--- src/rtl/multicycle_control.sv ---
// multicycle_control: state sequencer for a multi-cycle MIPS datapath with a
// shared instruction/data memory. Control outputs decode from the current
// state, except IRWrite/PCWrite in FETCH, which also follow memReady.
// A retired-instruction counter is kept for bring-up.
module multicycle_control #(
  parameter int CNT_W = 32
) (
  input  logic             clk,
  input  logic             rst,
  input  logic [5:0]       opcode,
  input  logic             memReady,
  output logic             PCWrite,
  output logic             PCWriteCond,
  output logic             IorD,
  output logic             MemRead,
  output logic             MemWrite,
  output logic             MemtoReg,
  output logic             IRWrite,
  output logic             RegDst,
  output logic             RegWrite,
  output logic             ALUSrcA,
  output logic [1:0]       ALUSrcB,
  output logic [1:0]       PCSource,
  output logic [1:0]       ALUOp,
  output logic             illegalOp,
  output logic [3:0]       state,
  output logic [CNT_W-1:0] retired
);

  typedef enum logic [3:0] {
    S_FETCH   = 4'd0,
    S_DECODE  = 4'd1,
    S_MEMADR  = 4'd2,
    S_MEMRD   = 4'd3,
    S_MEMWB   = 4'd4,
    S_MEMWR   = 4'd5,
    S_EXEC    = 4'd6,
    S_RWB     = 4'd7,
    S_BRANCH  = 4'd8,
    S_JUMP    = 4'd9,
    S_ADDIEX  = 4'd10,
    S_ADDIWB  = 4'd11,
    S_ILLEGAL = 4'd12
  } state_t;

  localparam logic [5:0] OP_RTYPE = 6'h00;
  localparam logic [5:0] OP_ADDI  = 6'h08;
  localparam logic [5:0] OP_LW    = 6'h23;
  localparam logic [5:0] OP_SW    = 6'h2B;
  localparam logic [5:0] OP_BEQ   = 6'h04;
  localparam logic [5:0] OP_J     = 6'h02;

  state_t           state_reg;
  logic [CNT_W-1:0] retired_reg;

  // State transitions and retired-instruction counting; reset wins over all.
  always_ff @(posedge clk) begin
    if (rst) begin
      state_reg   <= S_FETCH;
      retired_reg <= '0;
    end else begin
      case (state_reg)
        S_FETCH:  if (memReady) state_reg <= S_DECODE;
        S_DECODE: begin
          case (opcode)
            OP_RTYPE:      state_reg <= S_EXEC;
            OP_ADDI:       state_reg <= S_ADDIEX;
            OP_LW, OP_SW:  state_reg <= S_MEMADR;
            OP_BEQ:        state_reg <= S_BRANCH;
            OP_J:          state_reg <= S_JUMP;
            default:       state_reg <= S_ILLEGAL;
          endcase
        end
        S_MEMADR: state_reg <= (opcode == OP_LW) ? S_MEMRD : S_MEMWR;
        S_MEMRD:  if (memReady) state_reg <= S_MEMWB;
        S_MEMWR: begin
          if (memReady) begin
            state_reg   <= S_FETCH;
            retired_reg <= retired_reg + CNT_W'(1);
          end
        end
        S_EXEC:   state_reg <= S_RWB;
        S_ADDIEX: state_reg <= S_ADDIWB;
        S_MEMWB, S_RWB, S_BRANCH, S_JUMP, S_ADDIWB: begin
          state_reg   <= S_FETCH;
          retired_reg <= retired_reg + CNT_W'(1);
        end
        // ILLEGAL and the unused codes 13-15 all fall back to FETCH.
        default:  state_reg <= S_FETCH;
      endcase
    end
  end

  // Control decode from the current state; anything not set stays 0.
  always_comb begin
    PCWrite     = 1'b0;
    PCWriteCond = 1'b0;
    IorD        = 1'b0;
    MemRead     = 1'b0;
    MemWrite    = 1'b0;
    MemtoReg    = 1'b0;
    IRWrite     = 1'b0;
    RegDst      = 1'b0;
    RegWrite    = 1'b0;
    ALUSrcA     = 1'b0;
    ALUSrcB     = 2'b00;
    PCSource    = 2'b00;
    ALUOp       = 2'b00;
    illegalOp   = 1'b0;
    case (state_reg)
      S_FETCH: begin
        MemRead = 1'b1;
        ALUSrcB = 2'b01;
        IRWrite = memReady;
        PCWrite = memReady;
      end
      S_DECODE: ALUSrcB = 2'b11;
      S_MEMADR, S_ADDIEX: begin
        ALUSrcA = 1'b1;
        ALUSrcB = 2'b10;
      end
      S_MEMRD: begin
        MemRead = 1'b1;
        IorD    = 1'b1;
      end
      S_MEMWB: begin
        RegWrite = 1'b1;
        MemtoReg = 1'b1;
      end
      S_MEMWR: begin
        MemWrite = 1'b1;
        IorD     = 1'b1;
      end
      S_EXEC: begin
        ALUSrcA = 1'b1;
        ALUOp   = 2'b10;
      end
      S_RWB: begin
        RegDst   = 1'b1;
        RegWrite = 1'b1;
      end
      S_BRANCH: begin
        ALUSrcA     = 1'b1;
        ALUOp       = 2'b01;
        PCWriteCond = 1'b1;
        PCSource    = 2'b01;
      end
      S_JUMP: begin
        PCWrite  = 1'b1;
        PCSource = 2'b10;
      end
      S_ADDIWB:  RegWrite  = 1'b1;
      S_ILLEGAL: illegalOp = 1'b1;
      default: ;
    endcase
  end

  assign state   = state_reg;
  assign retired = retired_reg;

endmodule

--- config.mk ---
export PLATFORM = sky130hd
export DESIGN_NAME = multicycle_control
export DESIGN_NICKNAME = d
export VERILOG_FILES = /design/src/rtl/multicycle_control.sv
export SDC_FILE = /design/constraint.sdc
export NUM_CORES = 1
export LEC_CHECK = 0
export CORE_MARGIN = 1.5
export CORE_UTILIZATION = 45
export CTS_BUF_LIST = sky130_fd_sc_hd__clkbuf_8
export DETAILED_ROUTE_END_ITERATION = 10
export GPL_TIMING_DRIVEN = 0
export PLACE_DENSITY = 0.77
export SLEW_MARGIN = 40
export SYNTH_ARGS = -nofsm -noshare
export SYNTH_HDL_FRONTEND = slang
export SYNTH_SLANG_ARGS = --single-unit
--- constraint.sdc ---
create_clock -name clk -period 2.1 [get_ports clk]
set_input_delay 0.525 -clock clk [delete_from_list [all_inputs] [get_ports clk]]
set_output_delay 0.525 -clock clk [all_outputs]
set_load 0.02 [all_outputs]
Word level (Yosys, flattened, before mapping)
Index checks and enable logic that the tools add are counted.
{ "classes": {"add_sub_neg": 1, "eq_ne": 20, "muxes": 22, "reduce_logical": 12} }
{ "op_table": {"columns": ["op", "count"], "rows": [
  ["$pmux W32 S2", 1],
  ["$add A32 B1 Y32 const B", 1],
  ["$mux W32", 1],
  ["$pmux W4 S7", 1],
  ["$eq A4 B4 Y1 const B", 5],
  ["$pmux W4 S5", 1],
  ["$eq A4 B3 Y1 const B", 4],
  ["$eq A6 B6 Y1 const B", 2],
  ["$mux W4", 3],
  ["$mux W1", 10],
  ["$eq A4 B2 Y1 const B", 2],
  ["$pmux W2 S2", 2],
  ["$reduce_or A2 Y1", 4],
  ["$eq A6 B2 Y1 const B", 1],
  ["$eq A6 B3 Y1 const B", 1],
  ["$eq A6 B4 Y1 const B", 1],
  ["$logic_not A6 Y1", 1],
  ["$ne A2 B2 Y1 const B", 3],
  ["$pmux W2 S3", 1],
  ["$reduce_or A5 Y1", 1],
  ["$eq A4 B1 Y1 const B", 1],
  ["$logic_not A4 Y1", 1],
  ["$reduce_or A4 Y1", 1],
  ["$mux W3", 1],
  ["other kinds (5)", 5]
]} }
{ "totals": {"ff_bits": 36, "out_inout_bits": 53, "word_cells": 57} }

Longest topological paths before layout
Gate-level depths: netlist (run 1).
{ "logic_depth": {"word_depth": 4, "ltp_mapped": 8} }

Worst setup path after synthesis (run 1)
OpenSTA, ideal clock, no wires.
{ "synth_timing": {"path_kind": "register to output", "startpoint": "register state_reg[3], in the netlist state[3]", "endpoint": "output PCSource[0]", "t_arrival_ns": 1.816, "slack_ns": -0.241, "path_stages_with_launch": 6, "n_path_buf": 3, "path_cell_list": "dfxtp_1 buf_2 buf_1 nand2_1 nor3_1 buf_4"} }
{ "synth_between": {"elab_chain_cells": 2} }
{ "synth_rtl": {"columns": ["element", "line_no", "rtl"], "rows": [
  ["start, declared", "53", "state_t state_reg;"],
  ["start signal, assigned", "74", "S_MEMADR: state_reg <= (opcode == OP_LW) ? S_MEMRD : S_MEMWR;"],
  ["$eq A4 B4 Y1", "110", "case (state_reg)"],
  ["$pmux W2 S2 (*)", "110", null],
  ["end, declared", "23", "output logic [1:0] PCSource,"]
]} }
Every way passes the cells marked *; elsewhere a longest branch is shown, timed or not.

Worst setup path after layout (run 1)
{ "layout_timing": {"startpoint": "register state_reg[3], in the netlist state[3]", "endpoint": "register retired_reg[24], in the netlist retired[24]"} }
{ "layout_between": {"elab_chain_cells": 4} }
{ "layout_rtl": {"columns": ["element", "line_no", "rtl"], "rows": [
  ["$eq A4 B4 Y1 or $eq A4 B3 Y1 (tied branches)", "62", "case (state_reg)"],
  ["$reduce_or A5 Y1", "62", null],
  ["$reduce_bool A2 Y1 (no source line)", null, null],
  ["$reduce_and A2 Y1 (no source line)", null, null],
  ["end signal, assigned", "79", "retired_reg <= retired_reg + CNT_W'(1);"],
  ["end signal, assigned", "86", "retired_reg <= retired_reg + CNT_W'(1);"],
  ["end, declared", "54", "logic [CNT_W-1:0] retired_reg;"]
]} }
Several ways; a longest one is shown, not always the timed one.
A chain may end at the register's enable or synchronous reset.

==> flow_summary.yaml, run 1 <==
sta:
  finClkSkew_ps: 6.75
  hold_viol: 0
  setup_viol: 0
  fin_crit_sh: 0.996
  fin_worst_hold_slack_ps: 511
  drv_slew: 0
  fin_crit_ps: 2090
  slew_headroom: 0.605
  fmax_mhz: 478
  worst_slew_pin_slew_ps: 593
synth:
  synth_common_cells: "dfxtp_1, nor2_1, a21oi_1, o31ai_1, or4_1"
  yosysSeqAreaShare: 0.321
  synth_fa_ha_area_frac: 0.00557
  syn-num-nets: 293
  async_reset_ff_frac: 0
  synthMuxAreaShare: 0.0697
  synthFlopType: "dfxtp_1"
  netlist_area_sq_um: 2240
  avgSynthCellArea_sq_um: 7.93
  synth_cells: 283
  synth-compound-area-share: 0.166
  synth_top_family_by_area: "simple AND/OR/NAND/NOR gates"
  ys_ff_latch: 36
  synth_top_cell_by_area: "dfxtp_1"
  synth_edf_count: 0
  yosys_warnings: 0
  post-synth-top-count-cell: "dfxtp_1"
  yosys-top-cells-area: "dfxtp_1, o31ai_1, a21oi_1, or4_1, mux2_2"
  synth_cell_types: 44
  synth-simple-area-share: 0.355
  synth_top_area_share: 0.321
  synthXorXnorAreaFrac: 0.0117
clock_tree:
  cts_buffers: 5
  cts.clk_slew.worst_paths_ps: 80
  clk_latency_ps: 290
  ctsHoldBuffers: 0
  cts_max_path_buffers: 2
  cts_sinks: 36
  htreeDepth: 2
  cts_tree: "yes"
  root_buffer: "clkbuf_8"
pwr:
  powerDensity_nw_per_um2: 435
  p_leak_nw: 1.27
  p_total_mw: 1.48
  ir_drop_mv: 0.395
status:
  status: "complete, no violations"
floorplanning:
  dieHeight_um: 73.6
  die_x_um: 73.6
  dieArea_sq_um: 5420
  ios: 62
  start_util: 0.472
  row_count: 25
  core_sq_um: 4750
setup_path:
  slowest_stage: "or4_4"
  cp_cell_sequence: "and2_4 > or4_4 > buf_8 > nor4_4 > mux2_2"
  start_kind: "flip-flop"
  cp.required_ps: 2280
  worstSetupPathType: "flip-flop to flip-flop"
  critPathTopFamily: "simple AND/OR/NAND/NOR gates"
  endpoint_kind: "flip-flop"
  cp_slowest_stage_delay_ps: 650
  worst-path-buf-inv: 1
  crit_arrival_ps: 2270
  critPathMaxFanout: 7
detailed_routing:
  drt.antenna.violating_nets: 0
  routedWlPerCell_um: 16.3
  num_vias: 2577
  drt-total-wl_um: 6950
  drt_pass1_iterations: 5
  drc: 0
  drtIter0Drc: 270
  viasPerCell: 6.05
grt:
  overflow: 0
  grt_pass1_vias: 2258
  grt_pass1_wl_um: 10500
  grt.total_usage: 0.249
  grt_start_max_net_pins: 11
  antenna_found_initial: 0
final_layout:
  final_core_util: 0.718
  antennaDiodeCount: 0
  nets: 368
  n_fill_cell: 389
  largest_reg_flops: 32
  final_cells: 426
  layout-drive-gt1-share: 0.270
  syn2layout_area_growth_pct: 52.0
place:
  portBuffers: 61
  hpwl_um: 4280
  placedCellCount: 411
  globalplace.congestion: 0.862
run:
  drv_cap: 0
min_path:
  hp-class: "flip-flop to flip-flop"
cell families after synthesis:
| logic type | count (synthesis) |
|---|---|
| adder cells (fa/ha/maj) | 1 |
| AND/OR/NAND/NOR | 138 |
| XOR/XNOR | 3 |
| multiplexers | 14 |
| AO/OA/AOI/OAI | 58 |
| buffers and inverters | 33 |
| flip-flops | 36 |
placed cells by master, fill, tap and decap left out, drive strengths merged, types with 2 or more instances in the layout:
master / instances
and4: 4
nor3b: 2
clkbuf: 20
o31ai: 17
and2: 4
nor4: 14
buf: 24
clkdlybuf4s15: 4
inv: 10
mux2: 13
dfxtp: 36
o21a: 2
and3: 5
o21ai: 6
nor2: 26
nor2b: 14
clkdlybuf4s50: 43
nand4: 10
a21oi: 24
or4: 16
nand2b: 4
dlygate4sd2: 7
nand2: 12
xor2: 2
or3: 5
nand3: 10
a211oi: 2
nor3: 9
path summary, 6_finish.rpt:
path,startpoint,end,slack (ps),depth (start not counted)
max,state[3]$_SDFFE_PP0P_,retired[24]$_SDFFE_PP0P_,9,5
min reg2reg,retired[11]$_SDFFE_PP0P_,retired[11]$_SDFFE_PP0P_,510,2
min,retired[11]$_SDFFE_PP0P_,retired[11]$_SDFFE_PP0P_,510,2
max reg2reg,state[3]$_SDFFE_PP0P_,retired[24]$_SDFFE_PP0P_,9,5
cell type report:
class / instances / area [sq um] / area share
Multi-Input combinational cell: 214 / 1600 / 0.470
Sequential cell: 36 / 737 / 0.216
Timing Repair Buffer: 72 / 709 / 0.208
Buffer: 21 / 159 / 0.0466
Tap cell: 67 / 83.8 / 0.0246
Clock buffer: 6 / 82.6 / 0.0242
Inverter: 8 / 30.0 / 0.00880
Clock inverter: 2 / 7.51 / 0.00220
power breakdown:
group          total (mW)  internal [mW]  switching, mW  leakage (nW)
Clock               0.521          0.258          0.262        0.0538
Combinational       0.270          0.116          0.154         0.924
Sequential          0.694          0.685        0.00918         0.294
timing repair:
| item | 4_1_cts | 5_1_grt |
|---|---|---|
| resized for setup | 81 | 35 |
| gates cloned | 3 | 0 |
| setup endpoints to repair | 49 | 34 |
| pin swaps | 27 | 7 |
| setup buffers | 3 | 5 |
| hold endpoints to repair | 0 | 0 |
tightest hold or removal path: cells and delay by family (launching register included):
kind / cells / cell delay, ps
compound gates: 2 / 130
flops: 1 / 330
per-stage QoR:
step | instance area (sq um) | setup WS, ps | setup TNS [ps]
floorplan | 2340 | -29.6 | -92.5
finish | 3410 | 9.26 | 0
CTS | 3300 | -58.7 | -153
global placement | 3030 | -771 | -26770
global route | 3410 | -20.3 | -78.1
detailed placement | 3030 | -771 | -27220
per-layer routing:
metal	up-vias	global-route usage	routed length, um
li1	1208	-	-
met1	1236	0.329	3060
met2	116	0.402	3390
met3	17	0.0480	382
met4	0	0.0905	124
met5	-	0	0
Power figures use the tool's default switching activity.
==> inputs of run 2 (changes only) <==
--- a/config.mk
+++ b/config.mk
@@ -6,11 +6,11 @@
 export NUM_CORES = 1
 export LEC_CHECK = 0
 export CORE_MARGIN = 1.5
-export CORE_UTILIZATION = 45
+export CORE_UTILIZATION = 50
 export CTS_BUF_LIST = sky130_fd_sc_hd__clkbuf_8
 export DETAILED_ROUTE_END_ITERATION = 10
 export GPL_TIMING_DRIVEN = 0
-export PLACE_DENSITY = 0.77
+export PLACE_DENSITY = 0.81
 export SLEW_MARGIN = 40
 export SYNTH_ARGS = -nofsm -noshare
 export SYNTH_HDL_FRONTEND = slang
==> constraint.sdc (replaced) <==
create_clock -name clk -period 2 [get_ports clk]
set_input_delay 0.5 -clock clk [delete_from_list [all_inputs] [get_ports clk]]
set_output_delay 0.5 -clock clk [all_outputs]
set_load 0.02 [all_outputs]
==> flow_summary.yaml, run 2 (synthesis gave the netlist of run 1 again) <==
final_layout:
  layout_commonest_cell: "clkdlybuf4s50_1"
  antennaDiodeCount: 0
  design_area_sq_um: 3600
  mostFrequentLayoutCells: "clkdlybuf4s50_1, dfxtp_1, nor2_1"
  syn2layout_area_growth_pct: 60.6
  largest_reg_flops: 32
  nets: 376
  final_core_util: 0.834
  layout-drive-gt1-share: 0.319
  n_fill_cell: 247
  final_cells: 419
sta:
  fin_worst_hold_slack_ps: 498
  fin_crit_sh: 1.11
  hold_viol: 0
  rsz0062_at_grt: "true"
  fin_crit_ps: 2210
  finClkSkew_ps: 14.3
  setup_viol: 30
  drv_slew: 0
  fin_ws_ps: -215
  worst_slew_pin_slew_ps: 586
  slew_headroom: 0.609
  fmax_mhz: 452
detailed_routing:
  viasPerCell: 6.47
  num_vias: 2711
  drc: 0
  drt_pass1_iterations: 5
  drtIter0Drc: 312
  drt.antenna.violating_nets: 0
  routedWlPerCell_um: 18.6
  drt-total-wl_um: 7780
floorplanning:
  core_sq_um: 4320
  die_x_um: 70
  dieHeight_um: 70
  dieArea_sq_um: 4900
  row_count: 24
  ios: 62
  start_util: 0.519
setup_path:
  rrSetupSlack_ps: -210
  critPathTopFamily: "simple AND/OR/NAND/NOR gates"
  slowest_stage: "or4_4"
  worst-path-buf-inv: 3
  cp_slowest_stage_delay_ps: 540
  critical_path_cell_count: 7
  endpoint_kind: "flip-flop"
  cp_cell_sequence: "buf_6 > and4bb_1 > or4_4 > buf_12 > buf_8 > or4_4 > a21oi_2"
  ff2ff_path_depth: 7
  crit_arrival_ps: 2450
  start_kind: "flip-flop"
  crit_top_cell: "or4_4"
  critPathMaxFanout: 5
  cp.required_ps: 2240
  worstSetupPathType: "flip-flop to flip-flop"
min_path:
  hold_depth: 2
  hp-class: "flip-flop to flip-flop"
place:
  hpwl_um: 4290
  postPlaceCellArea_sq_um: 3040
  portBuffers: 61
  placedCellCount: 396
  globalplace.congestion: 0.841
grt:
  overflow: 0
  grt_start_max_net_pins: 12
  grt_pass1_vias: 2216
  antenna_found_initial: 0
  grt_pass1_wl_um: 11000
  grt.total_usage: 0.280
pwr:
  p_leak_nw: 1.43
  ir_drop_mv: 0.404
  powerDensity_nw_per_um2: 456
  p_total_mw: 1.64
status:
  status: "finished with violations"
  violations: "negative setup slack"
clock_tree:
  cts_buffers: 5
  cts.clk_slew.worst_paths_ps: 80
  root_buffer: "clkbuf_8"
  cts_max_path_buffers: 2
  cts_sinks: 36
  clk_latency_ps: 310
  ctsHoldBuffers: 0
  htreeDepth: 2
  cts_tree: "yes"
run:
  drv_cap: 0
[run 2: changes by cell type in the layout (fill, tap and decap cells not counted), moves of 3 or more]
cell,change
clkdlybuf4s15_2,-3
buf_6,+3
dlygate4sd2_1,-6
buf_4,+7
mux2_4,+8
buf_8,+4
nor4_2,-6
nor4_4,+7
mux2_2,-8
[run 2: layout make-up]
cell class                 instances  area, sq um  share of cell area
clock inverter                     2         10.0             0.00278
sequential                        36          733               0.203
tap                               52         65.1              0.0180
timing repair buffer              79          757               0.210
inverter                           8         30.0             0.00833
multi-input combinational        214         1730               0.479
buffer                            22          200              0.0555
clock buffer                       6         82.6              0.0229
[run 2: worst paths after layout]
path                                   end                startpoint
hold / removal    retired[11]$_SDFFE_PP0P_  retired[11]$_SDFFE_PP0P_
setup reg to reg   retired[6]$_SDFFE_PP0P_     state[2]$_SDFFE_PP0P_
hold reg to reg   retired[11]$_SDFFE_PP0P_  retired[11]$_SDFFE_PP0P_
setup / recovery   retired[6]$_SDFFE_PP0P_     state[2]$_SDFFE_PP0P_
[run 2: timing repair]
| item | in CTS | in global routing |
|---|---|---|
| buffers inserted | 9 | 7 |
| resized for setup | 109 | 58 |
| gates cloned | 3 | 1 |
| setup endpoints to repair | 49 | 43 |
| pin swaps | 10 | 17 |
[run 2: routing by layer]
| layer | wire length [um] | vias to the layer above | GRT usage |
|---|---|---|---|
| met5 | 0 | - | 0 |
| met4 | 208 | 0 | 0.109 |
| met3 | 471 | 25 | 0.0620 |
| met2 | 3820 | 129 | 0.431 |
| met1 | 3280 | 1333 | 0.381 |
| li1 | - | 1224 | - |
[run 2: report_power, final]
group          internal (mW)  leakage, nW  switching, mW
combinational          0.157         1.08          0.182
sequential             0.720        0.293        0.00922
clock                  0.276       0.0529          0.299
total                   1.15         1.43          0.490
[run 2: stage by stage]
step | worst slack (ps) | TNS [ps]
final | -215 | -3980
after global routing | -232 | -5130
after CTS | -115 | -829
after detailed placement | -821 | -28900
after global placement | -798 | -28210
after floorplan | -103 | -935
[run 2: worst min-delay path: stages, from the launching register on]
cell	delay [ps]
dfxtp_1	330
o31ai_1	60
a21oi_1	60
